## config.mk

```make
export PLATFORM = sky130hd
export DESIGN_NAME = vrf_wb_ctrl
export DESIGN_NICKNAME = d
export VERILOG_FILES = /design/src/rtl/vrf_wb_ctrl.sv
export SDC_FILE = /design/constraint.sdc
export NUM_CORES = 1
export LEC_CHECK = 0
export ABC_CLOCK_PERIOD_IN_PS = 7800
export CORE_MARGIN = 2
export CORE_UTILIZATION = 42
export CTS_BUF_LIST = sky130_fd_sc_hd__clkbuf_8
export DETAILED_ROUTE_END_ITERATION = 6
export GPL_TIMING_DRIVEN = 0
export PLACE_DENSITY = 0.75
export SYNTH_ARGS = -nofsm -noshare
export SYNTH_HDL_FRONTEND = slang
export SYNTH_SLANG_ARGS = --single-unit
```

## constraint.sdc

```tcl
create_clock -name clk_i -period 7.8 [get_ports clk_i]
set_clock_uncertainty 0.15 [all_clocks]
set_input_delay 1.56 -clock clk_i [delete_from_list [all_inputs] [get_ports clk_i]]
set_output_delay 1.56 -clock clk_i [all_outputs]
set_load 0.1 [all_outputs]
```

## src/rtl/vrf_wb_ctrl.sv

```systemverilog
// Vector register file writeback controller: queues masked writebacks and turns partial
// masks into read-modify-write sequences. Define VRF_WB_BYPASS_EN for same-cycle full-mask writes.
module vrf_wb_ctrl #(
    parameter int unsigned VREGS      = 32,
    parameter int unsigned ELEMENTS   = 4,
    parameter int unsigned DATA_WIDTH = 32,
    parameter int unsigned FIFO_DEPTH = 2
) (
    input  logic                           clk_i,
    input  logic                           reset,
    input  logic                           req_valid_i,
    output logic                           req_ready_o,
    input  logic [$clog2(VREGS)-1:0]       req_addr_i,
    input  logic [ELEMENTS-1:0]            req_mask_i,
    input  logic [ELEMENTS*DATA_WIDTH-1:0] req_data_i,
    output logic [$clog2(VREGS)-1:0]       vrf_rd_addr_o,
    input  logic [ELEMENTS*DATA_WIDTH-1:0] vrf_rd_data_i,
    output logic [ELEMENTS-1:0]            vrf_wr_en_o,
    output logic [$clog2(VREGS)-1:0]       vrf_wr_addr_o,
    output logic [ELEMENTS*DATA_WIDTH-1:0] vrf_wr_data_o,
    output logic                           busy_o,
    output logic                           done_o
);

    localparam int unsigned AW = $clog2(VREGS);
    localparam int unsigned LW = ELEMENTS * DATA_WIDTH;
    localparam int unsigned PW = $clog2(FIFO_DEPTH);

    localparam logic [ELEMENTS-1:0] MaskAll = {ELEMENTS{1'b1}};

    typedef enum logic [1:0] {
        StIdle,
        StWrite,
        StFetch,
        StMerge
    } state_e;

    state_e state_q, state_d;

    logic [AW-1:0]       fifo_addr [FIFO_DEPTH];
    logic [ELEMENTS-1:0] fifo_mask [FIFO_DEPTH];
    logic [LW-1:0]       fifo_data [FIFO_DEPTH];

    logic [PW-1:0] rd_ptr_q, wr_ptr_q;
    logic [PW:0]   count_q;

    logic                empty, full, push, pop, bypass;
    logic [AW-1:0]       head_addr;
    logic [ELEMENTS-1:0] head_mask;
    logic [LW-1:0]       head_data, merged;

    assign empty       = (count_q == '0);
    assign full        = (count_q == (PW+1)'(FIFO_DEPTH));
    assign req_ready_o = ~full & ~reset;
    assign busy_o      = ~empty | (state_q != StIdle);

    assign head_addr = fifo_addr[rd_ptr_q];
    assign head_mask = fifo_mask[rd_ptr_q];
    assign head_data = fifo_data[rd_ptr_q];

    always_comb begin
        merged = vrf_rd_data_i;
        for (int i = 0; i < ELEMENTS; i++) begin
            if (head_mask[i]) begin
                merged[i*DATA_WIDTH +: DATA_WIDTH] = head_data[i*DATA_WIDTH +: DATA_WIDTH];
            end
        end
    end

    always_comb begin
        vrf_rd_addr_o = '0;
        vrf_wr_en_o   = '0;
        vrf_wr_addr_o = '0;
        vrf_wr_data_o = '0;
        done_o        = 1'b0;
        pop           = 1'b0;
        bypass        = 1'b0;
        state_d       = state_q;

        unique case (state_q)
            StIdle: begin
                if (!empty) begin
                    if (head_mask == '0) begin
                        pop    = 1'b1;
                        done_o = 1'b1;
                    end
                end
`ifdef VRF_WB_BYPASS_EN
                else if (req_valid_i && req_ready_o && (req_mask_i == MaskAll)) begin
                    bypass        = 1'b1;
                    vrf_wr_en_o   = MaskAll;
                    vrf_wr_addr_o = req_addr_i;
                    vrf_wr_data_o = req_data_i;
                    done_o        = 1'b1;
                end
`endif
            end
            StWrite: begin
                vrf_wr_en_o   = MaskAll;
                vrf_wr_addr_o = head_addr;
                vrf_wr_data_o = head_data;
                pop           = 1'b1;
                done_o        = 1'b1;
                state_d       = StIdle;
            end
            StFetch: begin
                vrf_rd_addr_o = head_addr;
                state_d       = StMerge;
            end
            StMerge: begin
                vrf_wr_en_o   = MaskAll;
                vrf_wr_addr_o = head_addr;
                vrf_wr_data_o = merged;
                pop           = 1'b1;
                done_o        = 1'b1;
                state_d       = StIdle;
            end
            default: state_d = StIdle;
        endcase

        push = req_valid_i & req_ready_o & ~bypass;

        // An empty queue lets the incoming request steer IDLE so it is handled the next cycle.
        if (state_q == StIdle) begin
            if (!empty) begin
                if (head_mask == MaskAll) begin
                    state_d = StWrite;
                end else if (head_mask != '0) begin
                    state_d = StFetch;
                end
            end else if (push) begin
                if (req_mask_i == MaskAll) begin
                    state_d = StWrite;
                end else if (req_mask_i != '0) begin
                    state_d = StFetch;
                end
            end
        end
    end

    always_ff @(posedge clk_i or posedge reset) begin
        if (reset) begin
            state_q  <= StIdle;
            rd_ptr_q <= '0;
            wr_ptr_q <= '0;
            count_q  <= '0;
        end else begin
            state_q <= state_d;
            if (push) begin
                wr_ptr_q <= wr_ptr_q + PW'(1);
            end
            if (pop) begin
                rd_ptr_q <= rd_ptr_q + PW'(1);
            end
            if (push && !pop) begin
                count_q <= count_q + (PW+1)'(1);
            end else if (pop && !push) begin
                count_q <= count_q - (PW+1)'(1);
            end
        end
    end

    always_ff @(posedge clk_i) begin
        if (push) begin
            fifo_addr[wr_ptr_q] <= req_addr_i;
            fifo_mask[wr_ptr_q] <= req_mask_i;
            fifo_data[wr_ptr_q] <= req_data_i;
        end
    end

endmodule

```

==> run summary <==
Outcome -> finished with violations
Failing checks -> DRC
Post-synthesis cell type count -> 31
Initial antenna violation count -> 1
Worst Path Arrival -> 3.82 ns
WP data required -> 6.09 ns
Final setup fails -> 0
R2r startpoint -> count_q[0]
Synth area leader -> edfxtp_1
Worst-margin pin slew -> 1.09 ns
Largest family of logic cells by synthesized area -> multiplexers
Routed length on met3 -> 2.88 mm
Sequential fraction of the synthesis area -> 72.6%
GRT Resource Usage Total -> 20.6%
Hpwl dp -> 22.6 mm
CTS tree -> yes
Inserted Clock Buffers -> 45
Post-place setup slack -> 2.63 ns
Hold Path Class -> flip-flop to flip-flop
WHS -> 0.396 ns
CTS clk-pin slew, worst paths -> 0.06 ns
Die Footprint -> 28800 um2
Initial Util -> 42.8%
Adder-Cell Fraction of Synth Area -> 0.108%
Synth Area in XOR/XNOR -> 0.379%
Tmin final -> 5.53 ns
Worst hold stages -> 1
Vias per Instance -> 5.03
Hold Vio Cnt, Final -> 0
Hold_sp -> wr_ptr_q
Post-synthesis mux area share -> 12.3%
Core box area -> 27000 um2
Flops & latches, synth -> 280
1st-iter DRT viols -> 471
Hold path endpoint -> wr_ptr_q
Synth Warn # -> 0
Largest net degree at the start of global routing -> 55
DRC viols -> 3
Fillers -> 2042
Die width -> 170 um
Routed wire per std cell -> 19.1 um
ANT nets after route -> 0
Final setup margin -> 2.27 ns
Synthesized cell area -> 11500 um2
CP Buf/Inv Count -> 3
CP Cell Sequence -> buf_4, mux2_2, nor2_1, buf_2, nand2_1, o21ai_0, clkdlybuf4s50_1
Ratio of final minimum period to clock period -> 70.9%
Post-synth net total -> 1046
Top-Level Pins -> 413
Synth async-reset ratio -> 2.14%
Crit Path Class -> flip-flop to primary output
Worst R2R Setup Slack -> 4.64 ns
Pre-antenna DRT Iters -> 7
Post-Route M1 WL -> 11.3 mm
CP endpoint kind -> primary output
Die Y -> 170 um
Simple-Gate Fraction of Synth Area -> 6.12%
Hold buffer count at CTS -> 0
Max incr delay on CP -> 1.22 ns
FP Rows -> 60
CP startpoint kind -> flip-flop
Slowest stage cell, crit path -> clkdlybuf4s50_1
Total grt overflow -> 0
CP Launch Point -> rd_ptr_q
Number of flops mapped to enable cells by yosys -> 274
Via count -> 8109
RePlAce Congestion -> 0.815
Nets@finish -> 1511
N_diodes -> 0
Clock buffer depth -> 3
Layout cells sized above 1 -> 7.40%
Mean Syn Cell Area -> 14.9 um2
Area Overhead vs Synth -> 47.3%
Post-synthesis cell count -> 777
Clock tree sinks -> 280
Fmax -> 181 MHz
Max Slew Vio Count -> 0
Maxcap violations -> 0
Clk root buf -> clkbuf_8
Critical path peak fanout -> 10
R2R depth -> 7
WL final -> 30.7 mm
Crit path max-delay family -> buffers and inverters
Commonest non-fill, non-tap cells in the layout -> 412 x clkdlybuf4s50_1, 274 x edfxtp_1, 137 x mux2i_1, 137 x nand2_1, 106 x o21ai_0
Post-CTS Resized -> 0
Post-CTS setup buffers -> 0
Largest cells by area after synthesis -> edfxtp_1 71%, mux2i_1 12%, o21ai_0 4.6%
Finished Core Util -> 63.1%
RSZ-0062 raised after global routing -> false
Most common cell after layout, fill and taps aside -> clkdlybuf4s50_1
Worst skew pair latency -> 0.52 ns
Top FF cell, synth -> edfxtp_1
Vias in the first global route -> 8393
Synth top area share -> 71.3%
Worst relative slew slack -> 27.2%
Compound-Gate Fraction of Synth Area -> 6.46%
Buffers added on ports -> 412
Met2 WL -> 15.4 mm
R2r endpoint -> fifo_data[0][66]
Global-route wire length before repair -> 44.9 mm
DR top layer -> met5
CTS H-Tree Depth -> 2
[stage by stage]
step                      area, um2  setup TNS (ns)  cells
after floorplan               11500               0    777
after global placement        16100         -151.42   1530
after detailed placement      16200               0   1536
after CTS                     17000               0   1612
after global routing          17000               0   1612
final                         17000               0   1612
[worst max path at each step]
stage	cells after the start	slack, ns	to
6_report	7	2.27	vrf_wr_data_o[109]
5_1_grt	7	2.18	vrf_wr_data_o[109]
4_1_cts	7	2.25	vrf_wr_data_o[109]
3_5_place_dp	4	2.63	vrf_wr_data_o[109]
3_3_place_gp	3	-0.87	fifo_data[0][75]
2_1_floorplan	2	1.68	fifo_addr[0][0]
[kinds of logic (layout without fill, tap and decap cells)]
kind of cell | Yosys count | after routing
flops | 280 | 280
simple gates | 170 | 170
mux | 141 | 141
compound gates | 132 | 132
buf+inv | 48 | 542
xor+xnor | 5 | 5
fa+ha+maj | 1 | 1
[layout make-up]
cell class	count	area, um2	area share [%]
Tap cell	341	427	2.51
Multi-Input combinational cell	449	2940	17.3
Sequential cell	280	8380	49.3
Buffer	46	228	1.34
Inverter	2	7.51	0.0441
Clock inverter	31	145	0.853
Clock buffer	45	619	3.64
Timing Repair Buffer	418	4260	25.0
[state kept, by name (all words and copies together) (netlist names)]
register	flops
count_q	2
fifo_addr	10
fifo_data	256
fifo_mask	8
rd_ptr_q	1
state_q	2
wr_ptr_q	1
[metal layers]
layer,vias up,track usage [%]
met1,3805,22.6
met4,2,8.58
met2,382,37.0
met3,73,6.46
li1,3847,-
met5,-,0
[synth_stat cells, drive strengths merged (3+ instances only)]
master  instances
edfxtp        274
mux2i         137
nand2         137
o21ai         112
buf            29
clkbuf         17
o211a          17
nor2           13
nor2b           7
dfrtp           6
mux2            4
a21oi           3
xor2            3
Power is not shown: default switching activity piles up to over one toggle a cycle in this logic, so the estimate is an artifact.
